**config.mk**
```make
export PLATFORM = sky130hd
export DESIGN_NAME = bus_arbiter
export DESIGN_NICKNAME = d
export VERILOG_FILES = /design/src/rtl/bus_arb_pkg.sv /design/src/rtl/bus_arb_fifo.sv /design/src/rtl/bus_arbiter.sv
export SDC_FILE = /design/constraint.sdc
export NUM_CORES = 1
export LEC_CHECK = 0
export CORE_AREA = 4 4 107 109
export DETAILED_ROUTE_END_ITERATION = 16
export DIE_AREA = 0 0 111 113
export HOLD_SLACK_MARGIN = 0.06
export MAX_ROUTING_LAYER = met4
export PLACE_DENSITY = 0.72
export SLEW_MARGIN = 10
export SYNTH_ARGS = -nofsm -noshare
export SYNTH_HDL_FRONTEND = slang
export SYNTH_SLANG_ARGS = --single-unit
export TNS_END_PERCENT = 10
```
**constraint.sdc**
```tcl
create_clock -name clk_i -period 6.7 [get_ports clk_i]
set_clock_uncertainty 0.15 [all_clocks]
set_input_delay 1.005 -clock clk_i [delete_from_list [all_inputs] [get_ports clk_i]]
set_output_delay 1.005 -clock clk_i [all_outputs]
set_load 0.005 [all_outputs]
```
**src/rtl/bus_arb_pkg.sv**
```systemverilog
// Shared defaults and helpers for the round-robin memory-bus arbiter.
package bus_arb_pkg;

  localparam int DEF_NUM_REQ    = 2;
  localparam int DEF_ADDR_WIDTH = 32;
  localparam int DEF_DATA_WIDTH = 32;
  localparam int DEF_MAX_OUT    = 4;

  // Width needed to index n items, never less than one bit.
  function automatic int id_width(input int n);
    return (n <= 2) ? 1 : $clog2(n);
  endfunction

endpackage

```
**src/rtl/bus_arb_fifo.sv**
```systemverilog
// Synchronous FIFO holding the requester ID of every accepted-but-unanswered request.
module bus_arb_fifo
  import bus_arb_pkg::*;
#(
  parameter int Depth = DEF_MAX_OUT,
  parameter int Width = 1
) (
  input  logic                         clk_i,
  input  logic                         rst_i,
  input  logic                         push_i,
  input  logic                         pop_i,
  input  logic [Width-1:0]             din_i,
  output logic                         full_o,
  output logic                         empty_o,
  output logic [Width-1:0]             head_o,
  output logic [$clog2(Depth+1)-1:0]   count_o
);

  localparam int PtrW = id_width(Depth);
  localparam int CntW = $clog2(Depth + 1);

  logic [Width-1:0] r_mem [Depth];
  logic [PtrW-1:0]  r_wr_ptr;
  logic [PtrW-1:0]  r_rd_ptr;
  logic [CntW-1:0]  r_count;
  logic             w_push;
  logic             w_pop;

  function automatic logic [PtrW-1:0] ptr_inc(input logic [PtrW-1:0] p);
    return (p == PtrW'(Depth - 1)) ? '0 : p + 1'b1;
  endfunction

  assign full_o  = (r_count == CntW'(Depth));
  assign empty_o = (r_count == '0);
  assign head_o  = r_mem[r_rd_ptr];
  assign count_o = r_count;
  assign w_push  = push_i && !full_o;
  assign w_pop   = pop_i && !empty_o;

  // NOTE: storage has no reset; an entry is only read after it was written, so resetting the pointers and count is enough.
  always_ff @(posedge clk_i) begin
    if (w_push) r_mem[r_wr_ptr] <= din_i;
  end

  always_ff @(posedge clk_i or posedge rst_i) begin
    if (rst_i) begin
      r_wr_ptr <= '0;
      r_rd_ptr <= '0;
      r_count  <= '0;
    end else begin
      if (w_push) r_wr_ptr <= ptr_inc(r_wr_ptr);
      if (w_pop)  r_rd_ptr <= ptr_inc(r_rd_ptr);
      case ({w_push, w_pop})
        2'b10:   r_count <= r_count + 1'b1;
        2'b01:   r_count <= r_count - 1'b1;
        default: r_count <= r_count;
      endcase
    end
  end

endmodule

```
**src/rtl/bus_arbiter.sv**
```systemverilog
// N-to-1 round-robin arbiter for the ready/valid memory bus with request lock
// and in-order response routing through an outstanding-ID FIFO.
module bus_arbiter
  import bus_arb_pkg::*;
#(
  parameter int NumReq         = DEF_NUM_REQ,
  parameter int AddrWidth      = DEF_ADDR_WIDTH,
  parameter int DataWidth      = DEF_DATA_WIDTH,
  parameter int MaxOutstanding = DEF_MAX_OUT
) (
  input  logic                            clk_i,
  input  logic                            rst_i,
  input  logic [NumReq-1:0]               s_valid_i,
  output logic [NumReq-1:0]               s_ready_o,
  input  logic [NumReq*AddrWidth-1:0]     s_addr_i,
  input  logic [NumReq*DataWidth-1:0]     s_wdata_i,
  input  logic [NumReq*DataWidth/8-1:0]   s_wmask_i,
  output logic [DataWidth-1:0]            s_rdata_o,
  output logic [NumReq-1:0]               s_rvalid_o,
  output logic                            m_valid_o,
  input  logic                            m_ready_i,
  output logic [AddrWidth-1:0]            m_addr_o,
  output logic [DataWidth-1:0]            m_wdata_o,
  output logic [DataWidth/8-1:0]          m_wmask_o,
  input  logic [DataWidth-1:0]            m_rdata_i,
  input  logic                            m_rvalid_i,
  output logic                            err_o
);

  localparam int IdW   = id_width(NumReq);
  localparam int MaskW = DataWidth / 8;
  localparam int CntW  = $clog2(MaxOutstanding + 1);

  logic [IdW-1:0]  r_rr;
  logic [IdW-1:0]  r_lock_idx;
  logic            r_lock;
  logic            r_err;
  logic [IdW-1:0]  w_grant;
  logic [IdW-1:0]  w_head;
  logic            w_any_valid;
  logic            w_full;
  logic            w_empty;
  logic            w_hs;
  logic            w_pop;
  logic [CntW-1:0] w_count;

  // Lowest offset from the rr pointer wins, so scan from the far end and let later hits overwrite.
  // NOTE: every signal written here gets a default first so no path leaves it unassigned and no latch is inferred.
  always_comb begin
    logic [IdW:0] sum;
    w_grant     = r_rr;
    w_any_valid = 1'b0;
    sum         = '0;
    if (r_lock) begin
      w_grant     = r_lock_idx;
      w_any_valid = s_valid_i[r_lock_idx];
    end else begin
      for (int k = NumReq - 1; k >= 0; k--) begin
        sum = {1'b0, r_rr} + (IdW+1)'(k);
        if (sum >= (IdW+1)'(NumReq)) sum = sum - (IdW+1)'(NumReq);
        if (s_valid_i[sum[IdW-1:0]]) begin
          w_grant     = sum[IdW-1:0];
          w_any_valid = 1'b1;
        end
      end
    end
  end

  assign m_addr_o  = s_addr_i[int'(w_grant)*AddrWidth +: AddrWidth];
  assign m_wdata_o = s_wdata_i[int'(w_grant)*DataWidth +: DataWidth];
  assign m_wmask_o = s_wmask_i[int'(w_grant)*MaskW +: MaskW];
  assign m_valid_o = !rst_i && w_any_valid && !w_full;
  assign w_hs      = m_valid_o && m_ready_i;
  assign w_pop     = m_rvalid_i && !w_empty;
  assign s_rdata_o = m_rdata_i;
  assign err_o     = r_err;

  always_comb begin
    s_ready_o  = '0;
    s_rvalid_o = '0;
    if (!rst_i && w_any_valid && m_ready_i && !w_full) s_ready_o[w_grant] = 1'b1;
    if (!rst_i && w_pop) s_rvalid_o[w_head] = 1'b1;
  end

  // NOTE: state registers use non-blocking assignments so every flop samples pre-edge values.
  always_ff @(posedge clk_i or posedge rst_i) begin
    if (rst_i) begin
      r_rr       <= '0;
      r_lock     <= 1'b0;
      r_lock_idx <= '0;
      r_err      <= 1'b0;
    end else begin
      if (w_hs) begin
        r_rr   <= (w_grant == IdW'(NumReq - 1)) ? '0 : w_grant + 1'b1;
        r_lock <= 1'b0;
      end else if (m_valid_o) begin
        r_lock     <= 1'b1;
        r_lock_idx <= w_grant;
      end
      // A response with nothing outstanding is a protocol error that sticks until reset.
      if (m_rvalid_i && (w_count == '0)) r_err <= 1'b1;
    end
  end

  bus_arb_fifo #(
    .Depth (MaxOutstanding),
    .Width (IdW)
  ) u_id_fifo (
    .clk_i   (clk_i),
    .rst_i   (rst_i),
    .push_i  (w_hs),
    .pop_i   (w_pop),
    .din_i   (w_grant),
    .full_o  (w_full),
    .empty_o (w_empty),
    .head_o  (w_head),
    .count_o (w_count)
  );

endmodule
```
==> results of run 1 <==
-- Yosys cell counts (2+ instances only) --
master    count  area share [%]
mux2i_1       2             1.1
nor3_1        3            0.80
mux2_1        5             3.0
a21o_1        2            0.80
inv_1         8             1.6
or3b_1        2            0.93
mux2_2       66              39
xor2_1        2            0.93
dfrtp_1      11              15
edfxtp_1      4             6.4
nor2_1        4            0.80
buf_2         7             1.9
and3_2        5             2.0
a21boi_0      2            0.80
ha_1          6             4.0
buf_4        32              13
-- cell families (layout without fill, tap and decap cells) --
family	after synthesis	in the layout	share of synthesized area, %
fa+ha+maj	7	7	5.05
buf+inv	48	229	16.8
mux	75	75	45.5
flops	15	15	21.0
xor+xnor	3	3	1.40
simple gates	19	19	6.45
compound gates	7	7	3.72
-- cell type report --
type	instances	area share (%)
repair buffers	217	54.4
multi-input cells	111	29.4
flip-flops and latches	15	9.92
well taps	140	4.40
clock buffers	3	1.04
inverters	8	0.754
clock inverters	1	0.126
-- power by group through the flow --
stage,Sequential [µW],Combinational (µW),Clock (µW)
finish,170,912,74.7
global route,178,987,80.6
CTS,171,930,76.9
detailed placement,172,923,0
global placement,169,909,0
floorplan,163,474,0
-- through the flow --
stage               setup WS (ns)  util, %  hold WS [ns]  cell area, µm²
floorplan                    3.45        -         0.301            1880
global placement             2.34     37.1         0.299            3940
detailed placement           2.30     37.1         0.302            3940
CTS                          2.29     37.6         0.316            3980
global route                 2.20     37.6         0.328            3980
finish                       2.31     37.6         0.309            3980
-- how the worst min path moves through the flow --
stage,from,to
2_1_floorplan,err_o,err_o
3_3_place_gp,err_o,err_o
3_5_place_dp,err_o,err_o
4_1_cts,err_o,err_o
5_1_grt,err_o,err_o
6_report,err_o,err_o
-- state kept, by name (all words and copies together) (netlist names) --
register / flops
r_rr: 1
r_lock_idx: 1
err_o: 1
u_id_fifo.count_o: 3
u_id_fifo.r_wr_ptr: 2
u_id_fifo.r_mem: 4
u_id_fifo.r_rd_ptr: 2
r_lock: 1
-- critical path: stages --
cell and delay, ns:
clkdlybuf4s50_1 0.49, a21boi_0 0.15, o31ai_4 0.23, buf_4 0.46
mux2_2 0.41, clkdlybuf4s50_1 0.48
-- metal layers --
| layer | global-route usage [%] | wire [µm] |
|---|---|---|
| met5 | - | 0 |
| met4 | 2.38 | 93 |
| met3 | 3.32 | 681 |
| met2 | 21.1 | 3900 |
| met1 | 13.8 | 3130 |
-- cell usage in the layout (no fill, tap or decap) --
master and n:
clkdlybuf4s50_1 215, mux2_2 66, dfrtp_1 11, inv_1 8, ha_1 6, mux2_1 5, and3_2 5, nor2_1 4
edfxtp_1 4, nor3_1 3, clkbuf_8 3, a21boi_0 2, or3b_1 2, mux2i_1 2, a21o_1 2, xor2_1 2
buf_4 2, nand2_1 1, o31ai_4 1, o2111a_1 1, nor2b_4 1, mux2_4 1, nand2_2 1, xnor2_1 1
nand2b_1 1, mux4_2 1, and3_1 1, o21a_1 1, fa_1 1, clkinv_2 1
==> results.tsv, run 1 <==
stage	metric	value	unit
detailed_routing	drt-total-wl	7810	µm
detailed_routing	drtPass1Iterations	4	
sta	tightest_slew	0.477	ns
run	cap_violations	0	
yosys	ys_types	29	
power_and_ir_drop	p_clk_share	6.5	%
power_and_ir_drop	power	1160	µW
finish	multi_input_area	1170	µm²
sta	period_minus_slack	4.39	ns
finish	seq_area	395	µm²
finish	area_growth	112	%
power_and_ir_drop	pwr-share-comb	78.9	%
finish	layout.cells.non_filler	495	
finish	fin_nets	537	
status	status	finished, final reports clean	
yosys	synthFlopType	dfrtp_1	
placement	gp_congestion	0.796	
clocking	clk_path_buf_depth	2	
sta	hold_viol_final	0	
placement	dp_hpwl	6790	µm
clocking	cts-buffers-inserted	3	
power_and_ir_drop	leakage	0.00154	µW
hold_path	hold_path.class	flop to flop	
global_route	grt_usage	12.0	%
floorplan	die-width	111	µm
detailed_routing	vias	1979	
critical_path	endpoint	m_wdata_o[14]	
yosys	syn_nets	355	
critical_path	startpoint	s_valid_i[1]	
detailed_routing	drt_iter0_markers	46	
sta	drv_slew	0	
placement	io_buffers	215	
critical_path	crit_required	5.54	ns
sta	max_freq	0.228	GHz
floorplan	die_h	113	µm
critical_path	cp_max_fo	41	
detailed_routing	drc	0	
clocking	clk_latency	0.25	ns
critical_path	rr_worst_depth	9	
hold_path	worstHoldPathCells	1	
detailed_routing	wl_per_cell	15.8	µm
critical_path	worst_setup_path_start_kind	input port	
yosys	synth-async-reset-ratio	73.3	%
sta	finalCritPeriodShare	65.6	%
yosys	syn_area	1880	µm²
finish	drive_gt1_share	23.1	%
yosys	ys_seq_area_share	21.0	%
floorplan	row_count	38	
power_and_ir_drop	seqPwrFrac	14.7	%
clocking	post_cts_buffers	0	
clocking	cts_resized	0	
global_route	grt_pass1_wl	11900	µm
sta	setup_violations	0	
yosys	syn_inst	174	
critical_path	r2r-start	u_id_fifo.count_o[0]	
floorplan	core	10600	µm²
critical_path	arrival	3.24	ns
sta	maxSlewHeadroom	68.2	%
finish	antenna_cells	0	
yosys	ys_warn_count	0	
clocking	holdBufCountCts	0	
clocking	cts_sinks	15	
floorplan	die_area	12500	µm²
yosys	synth_edf_count	4	
power_and_ir_drop	powerDensity	290	nW/µm²
finish	nFillCells	1050	
critical_path	r2r_setup_slack	4.10	ns
clocking	cts.clk_slew.worst_paths	0.06	ns
power_and_ir_drop	p_int	774	µW
sta	rsz0062_at_grt	no	
critical_path	cp-end-kind	output pin	
clocking	cts_root_buffer	clkbuf_8	
global_route	overflow	0	
power_and_ir_drop	p_switching	382	µW
floorplan	pin_count	280	
floorplan	initial_utilization	17.7	%
detailed_routing	via_per_inst	4.00	
sta	fin_setup_tns	0	ns
critical_path	path_class	input port to output pin	
global_route	grt_pass1_vias	2290	
placement	place_inst	491	
clocking	cts_tree	done	
global_route	antenna_found_initial	0	
yosys	syn-mean-instance-area	10.8	µm²
yosys	ys_ff_latch	15	
critical_path	r2r_end	u_id_fifo.count_o[2]	
detailed_routing	drtAntennaViolNets	0	
power_and_ir_drop	ir_drop	0.000150	V
global_route	grt_max_degree	42	
clocking	htreeDepth	1	
power_and_ir_drop	switching_share	33.0	%
Note: power is estimated with default switching activity, not from simulation.
==> inputs of run 2 (changes only) <==
- CORE_AREA: 4 4 107 109 -> 4 4 105 107
- DIE_AREA: 0 0 111 113 -> 0 0 109 111
- PLACE_DENSITY: 0.72 -> 0.74
- clock period: 6.7 -> 4.18 ns (I/O delays scaled with it)
==> run 2 against run 1 <==
Compared with the run above:
- sequential power up 60%
- flip-flop and latch count stayed put
- first-iteration DRC count up 52%
- utilization rose by 2.8 points
- global-route usage is 2.1 points higher
- die area shrank 3.5%
- critical path depth grew 1
- largest power group unchanged
==> results.tsv, run 2 (synthesis gave the netlist of run 1 again) <==
stage	metric	value	unit	change
status	status	finished, final reports clean		
run	cap_violations	0		unchanged
sta	tightest_slew	0.443	ns	-0.0344 ns
critical_path	cp_max_fo	24		-41%
clocking	cts_tree	done		
power_and_ir_drop	seqPwrFrac	13.7	%	-1.0 points
clocking	cts_resized	0		unchanged
sta	drv_slew	0		unchanged
critical_path	crit_required	3.40	ns	-2.14 ns
detailed_routing	drt-total-wl	8790	µm	+13%
floorplan	pin_count	280		unchanged
detailed_routing	drtAntennaViolNets	0		unchanged
detailed_routing	wl_per_cell	17.5	µm	+11%
sta	finalCritPeriodShare	88.9	%	
finish	fin_util	40.4	%	+2.8 points
power_and_ir_drop	p_switching	636	µW	+67%
placement	place_inst	494		+0.61%
finish	largest_register_ffs	4		unchanged
critical_path	path_class	input port to output pin		
power_and_ir_drop	p_clk_share	5.7	%	-0.8 points
finish	final_cell_mix	clkdlybuf4s50_1, mux2_2, dfrtp_1		
sta	rsz0062_at_grt	no		
global_route	grt_pass1_vias	2288		-0.087%
critical_path	worst_setup_path_start_kind	input port		
power_and_ir_drop	switching_share	32.0	%	-1.1 points
global_route	grt_pass1_wl	12900	µm	+7.7%
finish	final_common_cell	clkdlybuf4s50_1		
sta	setup_ws	0.465	ns	-1.84 ns
finish	fin_nets	544		+1.3%
detailed_routing	via_per_inst	4.08		+2.1%
power_and_ir_drop	p_int	1350	µW	+75%
detailed_routing	vias	2054		+3.8%
global_route	grt_max_degree	25		-40%
floorplan	die-width	109	µm	-1.8%
sta	setup_violations	0		unchanged
sta	maxSlewHeadroom	70.5	%	+2.3 points
sta	max_freq	0.269	GHz	
detailed_routing	drt_iter0_markers	70		+52%
power_and_ir_drop	leakage	0.00158	µW	+3.1%
critical_path	arrival	2.94	ns	-0.30 ns
floorplan	row_count	37		-2.6%
detailed_routing	drtPass1Iterations	4		unchanged
finish	drive_gt1_share	24.3	%	+1.2 points
power_and_ir_drop	pwr-share-comb	80.6	%	+1.7 points
clocking	clk_latency	0.24	ns	about the same
power_and_ir_drop	powerDensity	486	nW/µm²	+67%
placement	dp_hpwl	7890	µm	+16%
finish	area_growth	117	%	
power_and_ir_drop	ir_drop	0.000224	V	+49%
clocking	cts-buffers-inserted	3		unchanged
floorplan	initial_utilization	18.6	%	+0.81 points
placement	io_buffers	215		unchanged
power_and_ir_drop	power	1990	µW	+72%
global_route	grt_usage	14.1	%	+2.1 points
clocking	cts.clk_slew.worst_paths	0.06	ns	about the same
sta	period_minus_slack	3.71	ns	
finish	layout.cells.non_filler	503		+1.6%
sta	fin_setup_tns	0	ns	unchanged
clocking	cts_sinks	15		unchanged
placement	detailedPlace.worstSlack	0.429	ns	-1.87 ns
clocking	holdBufCountCts	0		unchanged
global_route	antenna_found_initial	5		+5
clocking	post_cts_buffers	0		unchanged
floorplan	core	10100	µm²	-4.4%
finish	top_register	u_id_fifo.r_mem		
placement	gp_congestion	0.814		+2.2%
sta	hold_viol_final	0		unchanged
clocking	cts_root_buffer	clkbuf_8		
clocking	clk_path_buf_depth	2		unchanged
detailed_routing	drc	0		unchanged
floorplan	die_area	12100	µm²	-3.5%
clocking	htreeDepth	1		unchanged
global_route	overflow	0		unchanged
hold_path	hold_path.class	flop to flop		
critical_path	cp-end-kind	output pin		
floorplan	die_h	111	µm	-1.8%
[run 2: changes by cell type in the layout (fill, tap and decap cells not counted)]
cell,delta
clkinv_2,-1
diode_2,+5
clkbuf_1,+1
buf_4,+3
buf_12,+4
[run 2: worst max-delay path, cell delays in order]
cell and delay (ns):
clkdlybuf4s50_1 0.51, a21boi_0 0.14, o31ai_4 0.41, buf_12 0.22, buf_12 0.18, mux2_2 0.35, clkdlybuf4s50_1 0.49
[run 2: final timing paths]
| check | startpoint | endpoint | slack, ns | cells past startpoint |
|---|---|---|---|---|
| max | s_valid_i[1] | m_wmask_o[3] | 0.47 | 7 |
| min | err_o | err_o | 0.32 | 1 |
| max reg2reg | u_id_fifo.count_o[0] | u_id_fifo.count_o[2] | 1.61 | 9 |
| min reg2reg | err_o | err_o | 0.32 | 1 |
| max in group asynchronous | rst_i | r_lock_idx | 3.06 | 3 |
| min in group asynchronous | rst_i | u_id_fifo.count_o[0] | 0.67 | 3 |
[run 2: layout make-up]
| type | instances | area [µm²] |
|---|---|---|
| diodes | 5 | 12.5 |
| inverters | 8 | 30.0 |
| flip-flops and latches | 15 | 395 |
| well taps | 136 | 170 |
| repair buffers | 224 | 2270 |
| clock buffers | 4 | 45.0 |
| fillers | 957 | 6050 |
| multi-input cells | 111 | 1170 |
[run 2: layer usage]
layer / wire length (µm) / GRT usage (%) / vias to the layer above / share of wire (%)
li1: - / - / 968 / -
met1: 3410 / 15.7 / 943 / 39
met2: 4150 / 23.4 / 135 / 47
met3: 1170 / 6.17 / 8 / 13
met4: 64 / 2.95 / 0 / 0.73
met5: 0 / - / - / 0
[run 2: power by group through the flow]
| stage | registers [µW] | logic [µW] | clock network [µW] |
|---|---|---|---|
| 2_1_floorplan | 262 | 759 | 0 |
| 3_3_place_gp | 270 | 1600 | 0 |
| 3_5_place_dp | 276 | 1630 | 0 |
| 4_1_cts | 273 | 1640 | 117 |
| 5_1_grt | 280 | 1740 | 127 |
| 6_report | 272 | 1600 | 113 |
[run 2: per-stage QoR]
stage	hold slack, ns	area (µm²)
floorplan	0.301	1880
global placement	0.289	4040
detailed placement	0.313	4040
CTS	0.326	4080
global route	0.331	4090
finish	0.317	4090
==> inputs of run 3 (changes only) <==
- SLEW_MARGIN: 10 -> unset
==> results of run 3 <==
Final layout, timing and power as in run 2 (identical DEF).
==> RTL change 1, RTL diff (config.mk and constraints of run 1) <==
Change the package constant `DEF_MAX_OUT` from 4 to 16.
--- a/src/rtl/bus_arb_pkg.sv
+++ b/src/rtl/bus_arb_pkg.sv
@@ -4,7 +4,7 @@
   localparam int DEF_NUM_REQ    = 2;
   localparam int DEF_ADDR_WIDTH = 32;
   localparam int DEF_DATA_WIDTH = 32;
-  localparam int DEF_MAX_OUT    = 4;
+  localparam int DEF_MAX_OUT    = 16;
 
   // Width needed to index n items, never less than one bit.
   function automatic int id_width(input int n);
Behaviour: not the same (a bounded check fails within 10 cycles, from zero or initial values and one cycle with rst_i high).
==> RTL change 1 against run 1 <==
Sequential power increased by 120%. Routed wire length increased by 44%. Setup slack got worse by 0.56 ns. Power increased by 45%. Sequential cell count increased by 18. Global-route usage increased by 5.9 points. Design area increased by 27%. Critical path type unchanged. Synthesized cell count increased by 53%. Area after synthesis increased by 58%.
==> RTL change 1: results (changes against run 1) <==
* Seq/Total Area, Yosys at 0.305 (+0.0946)
* Crit-path max FO at 68 (+66%)
* Share of post-route cells with drive strength above 1 at 0.227 (-0.00351)
* Total CTS buffers at 5 (+2)
* DP HPWL at 9.46 mm (+39%)
* Vias in the first global route at 3049 (+33%)
* Worst path arrival time at 3.80 ns (+0.56 ns)
* Post-Syn Nets at 450 (+27%)
* DR vias/cell at 4.63 (+16%)
* Gr usage total at 0.179 (+0.0590)
* Crit path largest cell delay at 0.68 ns (+0.19 ns)
* Top post-synthesis cells by count: 68 x mux2_2, 34 x buf_4, 17 x dfrtp_1
* Largest net degree at the start of global routing at 69 (+64%)
* Avg Cell Area, Syn at 11.1 um^2 (+3.0%)
* Hold_ws at 0.315 ns (+0.00585 ns)
* Synth async-reset ratio at 0.515 (-0.218)
* Outcome: complete, no violations
* Met2 Wirelength at 5.64 mm (+45%)
* Synth cell types at 52 (+79%)
* H-tree levels at 2 (+1)
* Drt initial violations at 81 (+76%)
* R2R Path Start: r_lock_idx
* NumNets Final at 626 (+17%)
* Final cell count without fillers at 584 (+18%)
* GR met1 Demand/Resource at 0.202 (+0.0642)
* Worst-Skew Late Latency at 0.29 ns (+0.04 ns)
* Max reg flops at 16 (+12)
* Fin crit share at 0.740 (+0.0841)
* Max IR drop VDD at 0.152 mV (+1.4%)
* Cell Int Power at 1.09 mW (+40%)
* Met3 wire length at 929 um (+36%)
* R2R setup slack at 2.72 ns (-1.38 ns)
* Leakage at 1.93 nW (+26%)
* Gpl congestion at 0.933 (+17%)
* Filler cell count at 955 (-9.0%)
* Post-Place Setup Slack at 1.69 ns (-0.606 ns)
* Global-route wire length before repair at 17.0 mm (+42%)
* Worst path slowest cell: buf_4
## RTL change 1: cell count changes after synthesis, moves of 6 or more
cell,change
edfxtp_1,+12
nand2_1,+9
and3_2,+8
a21oi_1,+7
dfrtp_1,+6
## RTL change 1: logic make-up after synthesis
logic type,synth area share
simple gates,0.114
buf+inv,0.133
xor+xnor,0.0177
fa+ha+maj,0.0412
compound gates,0.0657
mux,0.324
flops,0.305
## RTL change 1: final cells by class
cell class | count | area (um^2) | share of cell area
timing repair buffer | 216 | 2160 | 0.427
inverter | 8 | 30.0 | 0.00594
clock inverter | 3 | 46.3 | 0.00915
sequential | 33 | 906 | 0.179
tap | 140 | 175 | 0.0346
multi-input combinational | 179 | 1670 | 0.331
clock buffer | 5 | 68.8 | 0.0136
## RTL change 1: path summary, 6_finish.rpt
check                                             end  cells past startpoint
worst min register to register                  err_o                      1
worst min-delay path                            err_o                      1
min in group asynchronous       u_id_fifo.r_wr_ptr[0]                      2
worst max-delay path                    m_wdata_o[14]                      7
worst max register to register   u_id_fifo.count_o[4]                     10
max in group asynchronous       u_id_fifo.r_rd_ptr[3]                      2
## RTL change 1: power by group through the flow
stage / Clock (mW) / Sequential, mW / Combinational [mW]
after global routing: 0.204 / 0.394 / 1.20
after CTS: 0.193 / 0.380 / 1.11
after global placement: 0 / 0.381 / 1.09
final: 0.190 / 0.381 / 1.10
after floorplan: 0 / 0.338 / 0.686
after detailed placement: 0 / 0.384 / 1.10
## RTL change 1: stage by stage
stage,util,total power [mW],area (um^2)
5_1_grt,0.477,1.79,5060
3_3_place_gp,0.466,1.47,4940
3_5_place_dp,0.466,1.49,4940
6_report,0.477,1.67,5060
4_1_cts,0.477,1.69,5060
2_1_floorplan,-,1.02,2970
==> RTL change 2, RTL diff (flow settings as in run 1) <==
Without the edit above. Make the reset (`rst_i`) synchronous in 2 clocked blocks.
--- a/src/rtl/bus_arb_fifo.sv
+++ b/src/rtl/bus_arb_fifo.sv
@@ -42,7 +42,7 @@
     if (w_push) r_mem[r_wr_ptr] <= din_i;
   end
 
-  always_ff @(posedge clk_i or posedge rst_i) begin
+  always_ff @(posedge clk_i) begin
     if (rst_i) begin
       r_wr_ptr <= '0;
       r_rd_ptr <= '0;
--- a/src/rtl/bus_arbiter.sv
+++ b/src/rtl/bus_arbiter.sv
@@ -83,7 +83,7 @@
   end
 
   // NOTE: state registers use non-blocking assignments so every flop samples pre-edge values.
-  always_ff @(posedge clk_i or posedge rst_i) begin
+  always_ff @(posedge clk_i) begin
     if (rst_i) begin
       r_rr       <= '0;
       r_lock     <= 1'b0;
Formal check against the unedited RTL: differs if rst_i is asserted again (counterexample within 4 cycles, from zero or initial values and one cycle with rst_i high); with rst_i held inactive, the same outputs for 4 cycles.
==> RTL change 2 against run 1 <==
Sequential cell count rose by 2. Setup slack worse by 0.26 ns. Area after synthesis fell by 0.86%. Routed wire length rose by 32%. Design area shrank 0.47%. Final cell count up 3.4%. Largest cell class unchanged.
Power is not compared: it rests on default switching activity, and its combinational part moved more than twofold at a synthesized area within 25%.
==> RTL change 2: results (changes against run 1) <==
* Outcome: complete, no violations
* Met3 wire length at 1.14 mm (+68%)
* CP Launch Point: s_valid_i[0]
* Ranking of synthesized cells by area: mux2_2 41%, dfxtp_1 14%, buf_4 13%
* Placed cell area at 3920 um^2 (-0.51%)
* Crit path largest cell delay at 0.67 ns (+0.18 ns)
* Hold worst-path end: err_o
* F_max at 0.215 GHz (-5.6%)
* Largest net degree at the start of global routing at 72 (+71%)
* Gr usage total at 0.158 (+0.0379)
* DR vias/cell at 4.09 (+2.2%)
* Gpl congestion at 0.845 (+6.2%)
* Post-Syn Nets at 373 (+5.1%)
* Met3 usage at 0.0738 (+0.0406)
* Worst path slowest cell: buf_4
* Worst path arrival time at 3.50 ns (+0.26 ns)
* NumNets Final at 553 (+3.0%)
* Filler cell count at 1079 (+2.8%)
* GR met1 Demand/Resource at 0.197 (+0.0593)
* Synth async-reset ratio at 0 (-0.733)
* Vias in the first global route at 2412 (+5.3%)
* Drt initial violations at 65 (+41%)
* Min-Delay Path Depth at 2 (+1)
* XOR/XNOR Fraction of Synth Area at 0.00939 (-0.00457)
* Adder-cell share of the synthesized area at 0.0510 (+0.000441)
* Placed cells at 507 (+3.3%)
* Synth Area in Compound Gates at 0.0537 (+0.0164)
* Hold_ws at 0.329 ns (+0.0196 ns)
* Antenna violations before repair at 1 (+1)
* Seq/Total Area, Yosys at 0.204 (-0.00622)
-- RTL change 2: changes by cell type after synthesis, moves of 3 or more --
cell	change
a21oi_1	+6
and3_1	+3
and3_2	-5
dfrtp_1	-11
dfxtp_1	+13
mux2_1	-5
nor2_1	+8
o31ai_1	+3
-- RTL change 2: power groups by stage --
stage / logic (mW) / registers, mW / clock network (mW)
CTS: 0.410 / 0.141 / 0.0781
global placement: 0.402 / 0.142 / 0
detailed placement: 0.406 / 0.143 / 0
floorplan: 0.189 / 0.139 / 0
finish: 0.405 / 0.141 / 0.0750
global route: 0.442 / 0.143 / 0.0814
-- RTL change 2: layout make-up --
cell class              instances  area (um^2)  area share
inverters                      11         41.3      0.0104
clock buffers                   4         45.0      0.0114
flip-flops and latches         17          380      0.0959
repair buffers                216         2160       0.545
diodes                          1         2.50    0.000631
well taps                     140          175      0.0442
multi-input cells             123         1160       0.293
